File: config.mk
export PLATFORM = sky130hd
export DESIGN_NAME = serial_adder_flat
export DESIGN_NICKNAME = d
export VERILOG_FILES = /design/src/rtl/serial_adder_if.sv /design/src/rtl/serial_adder.sv /design/src/flat_wrapper.sv
export SDC_FILE = /design/constraint.sdc
export NUM_CORES = 1
export LEC_CHECK = 0
export ABC_AREA = 1
export BUFFER_PORTS_ARGS = -buffer_cell sky130_fd_sc_hd__buf_2
export CORE_ASPECT_RATIO = 1.2
export CORE_MARGIN = 5
export CORE_UTILIZATION = 49
export DETAILED_ROUTE_END_ITERATION = 12
export GPL_ROUTABILITY_DRIVEN = 0
export MAX_ROUTING_LAYER = met4
export PLACE_DENSITY = 0.74
export SKIP_CTS_REPAIR_TIMING = 1
export SLEW_MARGIN = 20
export SYNTH_ARGS = -nofsm -noshare
export SYNTH_HDL_FRONTEND = slang
export SYNTH_SLANG_ARGS = --single-unit
File: constraint.sdc
create_clock -name clk -period 1.05 [get_ports clk]
set_input_delay 0.0525 -clock clk [delete_from_list [all_inputs] [get_ports clk]]
set_output_delay 0.0525 -clock clk [all_outputs]
set_load 0.03 [all_outputs]
File: src/rtl/serial_adder_if.sv
// Operand/result bundle for the bit-serial adder.
// The driver holds master; the adder holds slave.
interface serial_adder_if #(
  parameter int WIDTH = 8
);
  logic             start;
  logic [WIDTH-1:0] a;
  logic [WIDTH-1:0] b;
  logic             cin;
  logic             busy;
  logic             done;
  logic [WIDTH-1:0] sum;
  logic             cout;

  modport master (
    output start, a, b, cin,
    input  busy, done, sum, cout
  );

  modport slave (
    input  start, a, b, cin,
    output busy, done, sum, cout
  );
endinterface

File: src/rtl/serial_adder.sv
// Bit-serial LSB-first adder built on one full_adder slice.
// One result every WIDTH+1 cycles under a start/busy/done handshake.
module full_adder (
  output logic sum,
  output logic cout,
  input  logic a,
  input  logic b,
  input  logic cin
);
  assign sum  = a ^ b ^ cin;
  assign cout = (a & b) | (cin & (a ^ b));
endmodule

module serial_adder #(
  parameter int WIDTH = 8
) (
  input  logic             clk,
  input  logic             rst_n,
  serial_adder_if.slave    bus
);
  localparam int CW = (WIDTH < 2) ? 1 : $clog2(WIDTH + 1);

  typedef enum logic [1:0] {
    S_IDLE  = 2'd0,
    S_SHIFT = 2'd1,
    S_DONE  = 2'd2
  } state_t;

  state_t           r_state;
  state_t           w_next;
  logic [WIDTH-1:0] r_a_sh;
  logic [WIDTH-1:0] r_b_sh;
  logic [WIDTH-1:0] r_s_sh;
  logic [WIDTH-1:0] r_sum;
  logic [WIDTH-1:0] w_s_nxt;
  logic             r_carry;
  logic             r_cout;
  logic [CW-1:0]    r_cnt;
  logic             w_fa_s;
  logic             w_fa_c;
  logic             w_load;
  logic             w_last;

  full_adder u_fa (
    .sum  (w_fa_s),
    .cout (w_fa_c),
    .a    (r_a_sh[0]),
    .b    (r_b_sh[0]),
    .cin  (r_carry)
  );

  // Slice sum enters at the MSB so the LSB lands at bit 0 after WIDTH shifts
  generate
    if (WIDTH == 1) begin : g_w1
      assign w_s_nxt = w_fa_s;
    end else begin : g_wn
      assign w_s_nxt = {w_fa_s, r_s_sh[WIDTH-1:1]};
    end
  endgenerate

  assign w_last = (r_cnt == CW'(WIDTH - 1));

  always_comb begin
    w_next = r_state;
    w_load = 1'b0;
    unique case (r_state)
      S_IDLE: begin
        if (bus.start) begin
          w_load = 1'b1;
          w_next = S_SHIFT;
        end
      end
      S_SHIFT: begin
        if (w_last) w_next = S_DONE;
      end
      S_DONE: begin
        w_load = bus.start;
        w_next = bus.start ? S_SHIFT : S_IDLE;
      end
      default: w_next = S_IDLE;
    endcase
  end

  always_ff @(posedge clk) begin
    if (!rst_n) r_state <= S_IDLE;
    else        r_state <= w_next;
  end

  always_ff @(posedge clk) begin
    if (!rst_n) begin
      r_a_sh  <= '0;
      r_b_sh  <= '0;
      r_s_sh  <= '0;
      r_carry <= 1'b0;
      r_cnt   <= '0;
      r_sum   <= '0;
      r_cout  <= 1'b0;
    end else if (w_load) begin
      r_a_sh  <= bus.a;
      r_b_sh  <= bus.b;
      r_carry <= bus.cin;
      r_cnt   <= '0;
    end else if (r_state == S_SHIFT) begin
      r_s_sh  <= w_s_nxt;
      r_a_sh  <= r_a_sh >> 1;
      r_b_sh  <= r_b_sh >> 1;
      r_carry <= w_fa_c;
      r_cnt   <= r_cnt + CW'(1);
      if (w_last) begin
        r_sum  <= w_s_nxt;
        r_cout <= w_fa_c;
      end
    end
  end

  assign bus.busy = (r_state == S_SHIFT);
  assign bus.done = (r_state == S_DONE);
  assign bus.sum  = r_sum;
  assign bus.cout = r_cout;
endmodule

File: src/flat_wrapper.sv
// flat-port wrapper written by rule: the top's interface ports become plain ports
module serial_adder_flat 
#(
  parameter int WIDTH = 8
)
  (clk, rst_n, bus_start, bus_a, bus_b, bus_cin, bus_busy, bus_done, bus_sum, bus_cout);
  serial_adder_if #(.WIDTH(WIDTH)) bus_i ();
  input  logic clk;
  input  logic rst_n;
  input wire logic [$bits(bus_i.start)-1:0] bus_start;
  input wire logic [$bits(bus_i.a)-1:0] bus_a;
  input wire logic [$bits(bus_i.b)-1:0] bus_b;
  input wire logic [$bits(bus_i.cin)-1:0] bus_cin;
  output wire logic [$bits(bus_i.busy)-1:0] bus_busy;
  output wire logic [$bits(bus_i.done)-1:0] bus_done;
  output wire logic [$bits(bus_i.sum)-1:0] bus_sum;
  output wire logic [$bits(bus_i.cout)-1:0] bus_cout;
  assign bus_i.start = bus_start;
  assign bus_i.a = bus_a;
  assign bus_i.b = bus_b;
  assign bus_i.cin = bus_cin;
  assign bus_busy = bus_i.busy;
  assign bus_done = bus_i.done;
  assign bus_sum = bus_i.sum;
  assign bus_cout = bus_i.cout;
  serial_adder #(.WIDTH(WIDTH)) u_core (.clk(clk), .rst_n(rst_n), .bus(bus_i));
endmodule
* Yosys cells after proc, flatten, opt, wreduce, memory -nomap -nowiden
Index checks and enable logic that the tools add are counted.
** Storage, ports and cells
- Word-level logic and storage cells :: 39
- Input port bits :: 20
- Flip-flop bits (word level) :: 40
- Output and inout bits :: 11
** Operators by class
- Reductions and logical operators :: 6
- Muxes and demuxes :: 12
- Equal/unequal tests :: 5
- Bitwise gates (word level) :: 7
- $add $sub $neg :: 1
** Operator list (number)
- two-way mux 8 bit :: 4
- case mux 2 bit (3 select lines) :: 1
- adder 4 x 1 -> 4 bit, second input constant :: 1
- equality test 4 x 3 -> 1 bit, second input constant :: 1
- two-way mux 1 bit :: 4
- two-way mux 2 bit :: 2
- AND reduction 2 bit :: 2
- AND reduction 3 bit :: 1
- AND 1 bit :: 2
- equality test 2 x 1 -> 1 bit, second input constant :: 1
- equality test 2 bit, second input constant :: 1
- zero test 2 bit :: 1
- inequality test 2 x 1 -> 1 bit, second input constant :: 1
- inequality test 2 bit, second input constant :: 1
- inverter 1 bit :: 2
- case mux 1 bit (2 select lines) :: 1
- nonzero test 2 bit :: 1
- OR reduction 2 bit :: 1
- XOR 1 bit :: 2
- OR 1 bit :: 1

* Depth between registers and ports, before layout
Gate-level depths: netlist (run 1).
- Depth in word-level cells :: 5
- Mapped depth :: 7
- Depth with buffers taken out :: 7

* Hierarchy
From an unflattened synthesis (run 1), not the netlist that was laid out.
** Second synthesis, totals
- Cell total of the unflattened synthesis :: 245
- Area, all modules :: 1756.7 µm²
** By module, submodules not included
- serial_adder :: times used 1, seq. area each 780.7 µm², cells each 244, area each 1736.7 µm²
- full_adder :: times used 1, seq. area each 0.0 µm², cells each 1, area each 20.0 µm²

* Worst setup path before layout (run 1)
No wires, ideal clock.
- Path kind :: reg-to-reg
- From :: register u_core.r_cnt[0]
- To :: register u_core.r_sum[0], in the netlist u_core.bus.sum[0]
- Cell stages (with the launch flop) :: 8
- Arrival time :: 1.026 ns
- Required time :: 0.937 ns
- Setup slack :: -0.089 ns
- Period minus slack after synthesis :: 1.139 ns
- Library setup time :: 0.113 ns
- Buffers on the path :: 1
- Cell sequence :: dfxtp_1 ha_1 nand3_1 nor2_4 buf_6 nand2_1 nand2_1 nor2_1
** On the way
- Word-level cells in the longest chain between the ends :: 2
** Ends and longest elaborated chain
- start: declaration :: line serial_adder.sv:38 : logic [CW-1:0] r_cnt;
- start signal: assignment :: line serial_adder.sv:108 : r_cnt <= r_cnt + CW'(1);
- equality test 4 x 3 -> 1 bit :: line serial_adder.sv:61 : assign w_last = (r_cnt == CW'(WIDTH - 1));
- AND reduction 3 bit (no line)
- end signal: assignment :: line serial_adder.sv:110 : r_sum <= w_s_nxt;
- end: declaration :: line serial_adder.sv:34 : logic [WIDTH-1:0] r_sum;
Every way passes these cells.
A chain may end at the register's enable or synchronous reset.

* Worst setup path in the final report (run 1)
- From :: register u_core.r_state[1]
- To :: output port bus_done
** On the way
- Word-level cells in the longest chain between the ends :: 1
** Ends and longest elaborated chain
- start: declaration :: line serial_adder.sv:29 : state_t r_state;
- start signal: assignment :: line serial_adder.sv:86 : else r_state <= w_next;
- equality test 2 bit :: line serial_adder.sv:117 : assign bus.done = (r_state == S_DONE);
- end: declaration :: line flat_wrapper.sv:15 : output wire logic [$bits(bus_i.done)-1:0] bus_done;
Every way passes these cells.

==> results.cfg, run 1 <==
[clocking]
path_clk_slew_ns = 0.08
cts-root-buf = clkbuf_8
clockBufferDepth = 2
numCtsBuffers = 5
h-tree-depth = 2
cts.sinks = 39
clkLatencyLatePin_ns = 0.30
cts_tree = built

[power]
sw_frac_of_total = 0.256
p_total_mw = 3.44
p_comb_frac = 0.149
peakVddDrop_mv = 1.35
seqPwrFrac = 0.475
p_leak_nw = 1.13
clockPowerShare = 0.376
p_int_mw = 2.56
powerDensity_nw_per_um2 = 1480
switching_power_mw = 0.881

[yosys]
synth_area_um2 = 1710
synth_cells = 244
synth.distinct_cells = 18
yosysSeqAreaShare = 0.456
synth.avg_cell_area_um2 = 7.01
synth-seq-cells = 39
synth_fp_nets = 266
ys_warn_count = 0

[timing]
worst_slew_pin_slew_ns = 0.221
post-route-period-util = 1.08
finalCriticalPeriod_ns = 1.13
fin_ws_ns = -0.0799
grt_setup_unrepaired = yes
fmax_mhz = 885
fin_worst_skew_ns = 0.00999
tns_ns = -1.07
final_hold_viol_count = 0
finalSetupViolations = 26
drv_slew = 0
maxSlewHeadroom = 0.852

[setup_path]
worstPathMaxFanout = 8
arrival_ns = 1.08
cp-end-kind = output pin
critPathKind = flip-flop to output pin
start_kind = flip-flop
cp.required_ns = 1.00

[routing]
detail-route-antenna-nets = 0
drtIter0Drc = 89
vias = 1655
drcViolationCount = 0
drt_first_pass_iters = 4
via_per_inst = 4.94
wl_per_cell_um = 11.9
wl_um = 4000

[min_path]
holdCritPathClass = input pin to flip-flop

[floorplanning]
core_um2 = 3370
fp.dieArea_um2 = 4780
initial_utilization = 0.508
rows = 23
io_pins = 31
fp.dieH_um = 74.7
fp.dieW_um = 63.9

[finish]
finish.instance_area_um2 = 2320
layout.nets = 319
n_antenna_cell = 0
area_growth_pct = 35.8
final_common_cell = nand2_1
layout-drive-gt1-share = 0.336
nFillCells = 292
finalCoreUtilization = 0.690
mostFrequentLayoutCells = 46 x nand2_1, 35 x nor2_1, 34 x dfxtp_1

[global_routing]
antenna_found_initial = 0
grt_pass1_wl_um = 6480
gr-total-overflow = 0
grt_pass1_vias = 1538
grt_max_degree = 19
grt.total_usage = 0.176

[place]
placed_area_um2 = 2030
portBuffers = 30
dp_hpwl_um = 2690

[flow_run]
max_cap_viol_count = 0

[run_status]
status = finished, violations left
violations = negative setup slack
flip-flops by register name, indices dropped and copies added (netlist names):
name and count:
u_core.r_state 2, u_core.r_s_sh 7, u_core.bus.sum 8, u_core.r_carry 1, u_core.bus.cout 1, u_core.r_b_sh 8
u_core.r_a_sh 8, u_core.r_cnt 4
metal layers:
layer | part of all wire | track usage | up-vias
met2 | 0.50 | 0.306 | 41
met4 | 0.011 | 0.0693 | 0
met5 | 0 | - | -
met3 | 0.053 | 0.0463 | 5
li1 | - | - | 868
met1 | 0.44 | 0.190 | 741
cell type report:
cell class | count | area [um^2] | area share
repair buffers | 57 | 399 | 0.172
clock inverters | 2 | 35.0 | 0.0151
well taps | 37 | 46.3 | 0.0199
flip-flops and latches | 39 | 790 | 0.340
inverters | 33 | 136 | 0.0587
multi-input cells | 161 | 835 | 0.359
clock buffers | 6 | 82.6 | 0.0355
critical path, stage by stage (launching register included):
cell     delay (ns)
dfxtp_2        0.33
inv_2          0.04
buf_4          0.16
nor2_2         0.10
buf_6          0.14
Yosys cell counts (all sizes together):
cell type   n  share of area
buf         8          0.035
o21ai      17          0.050
inv        32          0.070
nor2       42           0.10
dfxtp      39           0.46
nand2      52           0.12
nand3      35           0.10
clkinv      1         0.0029
a21oi      13          0.038
ha          1         0.0073
fa          1          0.012
clkbuf      3         0.0066
through the flow:
stage / setup slack, ns / cells / hold slack [ns]
after floorplan: -0.0209 / 244 / 0.187
after global placement: -0.165 / 321 / 0.280
after detailed placement: -0.189 / 321 / 0.278
after CTS: -0.230 / 329 / -0.0216
after global routing: -0.155 / 335 / 0.0181
final: -0.0799 / 335 / 0.00820
logic make-up (layout without fill, tap and decap cells):
family,count (synthesis),count (layout),synth area share
compound gates,30,30,0.0878
fa+ha+maj,2,2,0.0190
buf+inv,44,98,0.115
flops,39,39,0.456
simple gates,129,129,0.322
power groups by stage:
stage | Clock (mW) | Combinational, mW | Sequential (mW)
after CTS | 1.32 | 0.455 | 1.63
final | 1.30 | 0.513 | 1.64
after global routing | 1.38 | 0.584 | 1.65
after detailed placement | 0 | 0.452 | 1.66
after floorplan | 0 | 0.309 | 1.65
after global placement | 0 | 0.444 | 1.66
path summary, 6_finish.rpt:
path / start / to / slack, ns / depth (start not counted)
setup / recovery: u_core.r_state[1] / bus_done / -0.08 / 4
hold / removal: bus_a[7] / u_core.r_a_sh[7] / 0.008 / 3
setup reg to reg: u_core.r_cnt[0] / u_core.bus.sum[4] / -0.07 / 6
hold reg to reg: u_core.r_s_sh[1] / u_core.r_s_sh[1] / 0.46 / 2
Note: power is estimated with default switching activity, not from simulation.
==> inputs of run 2 (changes only) <==
--- a/config.mk
+++ b/config.mk
@@ -8,12 +8,9 @@
 export ABC_AREA = 1
 export BUFFER_PORTS_ARGS = -buffer_cell sky130_fd_sc_hd__buf_2
 export CORE_ASPECT_RATIO = 1.2
-export CORE_MARGIN = 5
-export CORE_UTILIZATION = 49
+export CORE_UTILIZATION = 40
 export DETAILED_ROUTE_END_ITERATION = 12
-export GPL_ROUTABILITY_DRIVEN = 0
 export MAX_ROUTING_LAYER = met4
-export PLACE_DENSITY = 0.74
 export SKIP_CTS_REPAIR_TIMING = 1
 export SLEW_MARGIN = 20
 export SYNTH_ARGS = -nofsm -noshare
==> results.cfg, run 2 (synthesis gave the netlist of run 1 again) <==
[timing]
final_hold_viol_count = 0
finalSetupViolations = 19
maxSlewHeadroom = 0.761
drv_slew = 0
worst_slew_pin_slew_ns = 0.358
fmax_mhz = 868
grt_setup_unrepaired = yes
fin_worst_skew_ns = 0.00658
finalCriticalPeriod_ns = 1.15
fin_ws_ns = -0.101
hold_ws_ns = 0.0191
post-route-period-util = 1.10

[setup_path]
worstPathMaxFanout = 4
cp-end-kind = output pin
arrival_ns = 1.10
crit_top_cell = buf_6
path_buf_inv = 3
max_stage_delay_ns = 0.37
crit_family = flip-flops
start_kind = flip-flop
critPathKind = flip-flop to output pin
cp.required_ns = 1.00
cp_slowest_cell = dfxtp_4
crit_chain = buf_6, buf_6, nor2_4, buf_6

[finish]
final_common_cell = nand2_1
layout.cells.non_filler = 355
layout-drive-gt1-share = 0.369
layout.nets = 322
mostFrequentLayoutCells = 42 x nand2_1, 35 x nor2_1, 34 x dfxtp_1
finish.instance_area_um2 = 2380
n_antenna_cell = 0
area_growth_pct = 39.4

[run_status]
status = finished, violations left
violations = negative setup slack

[routing]
vias = 1635
wl_um = 3850
drt_first_pass_iters = 4
drcViolationCount = 0
via_per_inst = 4.61
wl_per_cell_um = 10.9
detail-route-antenna-nets = 0
drtIter0Drc = 83

[place]
portBuffers = 30
placed_cells = 340
routabilityCongestion = 0.790
dp_slack_ns = -0.110
placed_area_um2 = 2080
dp_hpwl_um = 2610

[power]
p_total_mw = 3.20
peakVddDrop_mv = 0.885
powerDensity_nw_per_um2 = 1340
p_leak_nw = 1.13

[global_routing]
met1_usage = 0.230
antenna_found_initial = 0
grt.total_usage = 0.190
grt_pass1_vias = 1405
gr-total-overflow = 0
grt_pass1_wl_um = 6130
grtUsageMet2 = 0.295
grt_use_met3 = 0.0546
grt_max_degree = 34
gr-max-usage-layer = met2

[floorplanning]
fp.dieArea_um2 = 4540
core_um2 = 4000
initial_utilization = 0.427
fp.dieH_um = 73.6
io_pins = 31
fp.dieW_um = 61.7
rows = 25

[clocking]
cts-root-buf = clkbuf_8
clkLatencyLatePin_ns = 0.29
clockBufferDepth = 2
cts_tree = built
cts.sinks = 39
numCtsBuffers = 5
path_clk_slew_ns = 0.08
h-tree-depth = 2

[min_path]
holdCritPathClass = input pin to flip-flop

[flow_run]
max_cap_viol_count = 0
run 2: worst paths after layout:
| check | slack [ns] | end | cells after the start | startpoint |
|---|---|---|---|---|
| worst min register to register | 0.46 | u_core.bus.sum[5] | 2 | u_core.bus.sum[5] |
| worst max-delay path | -0.10 | bus_done | 4 | u_core.r_state[0] |
| worst max register to register | -0.10 | u_core.r_s_sh[7] | 3 | u_core.r_b_sh[0] |
| worst min-delay path | 0.02 | u_core.r_a_sh[7] | 3 | bus_a[7] |
run 2: metal layers:
layer  wire length (um)  vias to the layer above  share of wire
li1                   -                      874              -
met1               1800                      726           0.47
met5                  0                        -              0
met4                 59                        0          0.015
met3                140                        5          0.036
met2               1850                       30           0.48
run 2: layout make-up:
type	instances	area [um^2]
flip-flops and latches	39	790
multi-input cells	161	870
clock buffers	5	68.8
well taps	54	67.6
repair buffers	60	434
inverters	33	134
fillers	402	1620
clock inverters	3	20.0
run 2: worst min-delay path: cells and delay by family:
family                 cells  cell delay, ns
buffers and inverters      1            0.09
AND/OR/NAND/NOR            1            0.07
AO/OA/AOI/OAI              1            0.05
run 2: metrics by stage:
| stage | TNS (ns) | util |
|---|---|---|
| after floorplan | -0.0221 | - |
| after global placement | -1.17 | 0.519 |
| after detailed placement | -1.80 | 0.519 |
| after CTS | -2.91 | 0.541 |
| after global routing | -2.57 | 0.595 |
| final | -0.815 | 0.595 |
run 2: where the power goes:
| group | total [mW] | internal [mW] | switching (mW) | leakage [nW] |
|---|---|---|---|---|
| Combinational | 0.570 | 0.256 | 0.314 | 0.770 |
| Clock | 0.996 | 0.462 | 0.535 | 0.0402 |
| Sequential | 1.63 | 1.57 | 0.0602 | 0.322 |
==> inputs of run 3 (changes only) <==
--- a/config.mk
+++ b/config.mk
@@ -11,6 +11,7 @@
 export CORE_UTILIZATION = 40
 export DETAILED_ROUTE_END_ITERATION = 12
 export MAX_ROUTING_LAYER = met4
+export PLACE_DENSITY_LB_ADDON = 0.15
 export SKIP_CTS_REPAIR_TIMING = 1
 export SLEW_MARGIN = 20
 export SYNTH_ARGS = -nofsm -noshare
==> results.cfg, run 3 (synthesis gave the netlist of run 1 again) <==
[finish]
mostFrequentLayoutCells = 48 x nand2_1, 37 x nor2_1, 34 x dfxtp_1
final_common_cell = nand2_1
layout.nets = 318
nFillCells = 433
layout-drive-gt1-share = 0.286
finalCoreUtilization = 0.562
n_antenna_cell = 0
finish.instance_area_um2 = 2250
area_growth_pct = 31.6

[global_routing]
grt_pass1_vias = 1402
antenna_found_initial = 0
gr-total-overflow = 0
grt_max_degree = 26
grt_pass1_wl_um = 5950
grt.total_usage = 0.186

[floorplanning]
io_pins = 31
fp.dieArea_um2 = 4540
fp.dieH_um = 73.6
initial_utilization = 0.427
core_um2 = 4000
fp.dieW_um = 61.7
rows = 25

[flow_run]
max_cap_viol_count = 0

[run_status]
status = finished, violations left
violations = negative setup slack

[routing]
wl_um = 3560
drt_first_pass_iters = 4
vias = 1579
via_per_inst = 4.50
drcViolationCount = 0
wl_per_cell_um = 10.1
drtIter0Drc = 68
detail-route-antenna-nets = 0

[place]
portBuffers = 30
dp_slack_ns = -0.152
placed_area_um2 = 2030
dp_hpwl_um = 2520
routabilityCongestion = 0.765

[power]
peakVddDrop_mv = 0.713
powerDensity_nw_per_um2 = 1390
p_leak_nw = 1.10
p_total_mw = 3.13

[setup_path]
cp.required_ns = 1.00
path_buf_inv = 2
crit_family = flip-flops
cp-end-kind = output pin
start_kind = flip-flop
arrival_ns = 1.10
crit_chain = nand2_4, inv_8, buf_4
max_stage_delay_ns = 0.40
cp_slowest_cell = dfxtp_2
critPathKind = flip-flop to output pin
worstPathMaxFanout = 14

[timing]
tns_ns = -0.821
fin_worst_skew_ns = 0.00684
fmax_mhz = 871
worst_slew_pin_slew_ns = 0.237
fin_ws_ns = -0.0976
maxSlewHeadroom = 0.841
finalSetupViolations = 18
grt_setup_unrepaired = yes
post-route-period-util = 1.09
finalCriticalPeriod_ns = 1.15
final_hold_viol_count = 0
drv_slew = 0

[clocking]
cts.sinks = 39
path_clk_slew_ns = 0.08
clkLatencyLatePin_ns = 0.30
numCtsBuffers = 5
cts-root-buf = clkbuf_8
cts_tree = built
clockBufferDepth = 2
h-tree-depth = 2

[min_path]
holdCritPathClass = input pin to flip-flop
## run 3: changes by cell type in the layout (fill, tap and decap cells not counted), moves of 3 or more
cell     delta
a21oi_2     -6
buf_4       -3
nand2_2     -6
o21ai_0     +4
a21oi_1     +6
nand3_1     +5
nand2_1     +6
o21ai_2     -3
nand3_2     -5
## run 3: worst min-delay path: stages
cell	delay, ns
buf_2	0.09
nand2_1	0.05
a21oi_1	0.05
## run 3: power breakdown
group	switching, mW	total (mW)	internal, mW
Clock	0.567	1.03	0.462
Combinational	0.268	0.471	0.203
Sequential	0.0575	1.63	1.57
## run 3: worst paths after layout
check	start	to	slack (ns)	cells past startpoint
worst min register to register	u_core.bus.sum[3]	u_core.bus.sum[3]	0.47	2
worst min-delay path	bus_a[7]	u_core.r_a_sh[7]	0.002	3
worst max register to register	u_core.r_cnt[0]	u_core.bus.sum[0]	-0.09	7
worst max-delay path	u_core.r_state[0]	bus_busy	-0.1	3
## run 3: final cells by class
type / count / area, um^2 / area share
Clock inverter: 3 / 20.0 / 0.00889
Sequential cell: 39 / 787 / 0.350
Tap cell: 54 / 67.6 / 0.0300
Inverter: 33 / 139 / 0.0617
Timing Repair Buffer: 56 / 383 / 0.170
Clock buffer: 5 / 68.8 / 0.0306
Multi-Input combinational cell: 161 / 786 / 0.349
## run 3: routing by layer
metal	track usage	part of all wire	up-vias
li1	-	-	865
met1	0.210	0.47	675
met2	0.296	0.47	32
met3	0.0581	0.044	7
met4	0.0840	0.019	0
met5	-	0	-
## run 3: through the flow
step / hold WS (ns) / instances
5_1_grt: 0.0156 / 351
4_1_cts: -0.0334 / 345
3_3_place_gp: 0.276 / 337
2_1_floorplan: 0.187 / 244
3_5_place_dp: 0.280 / 337
6_report: 0.00234 / 351
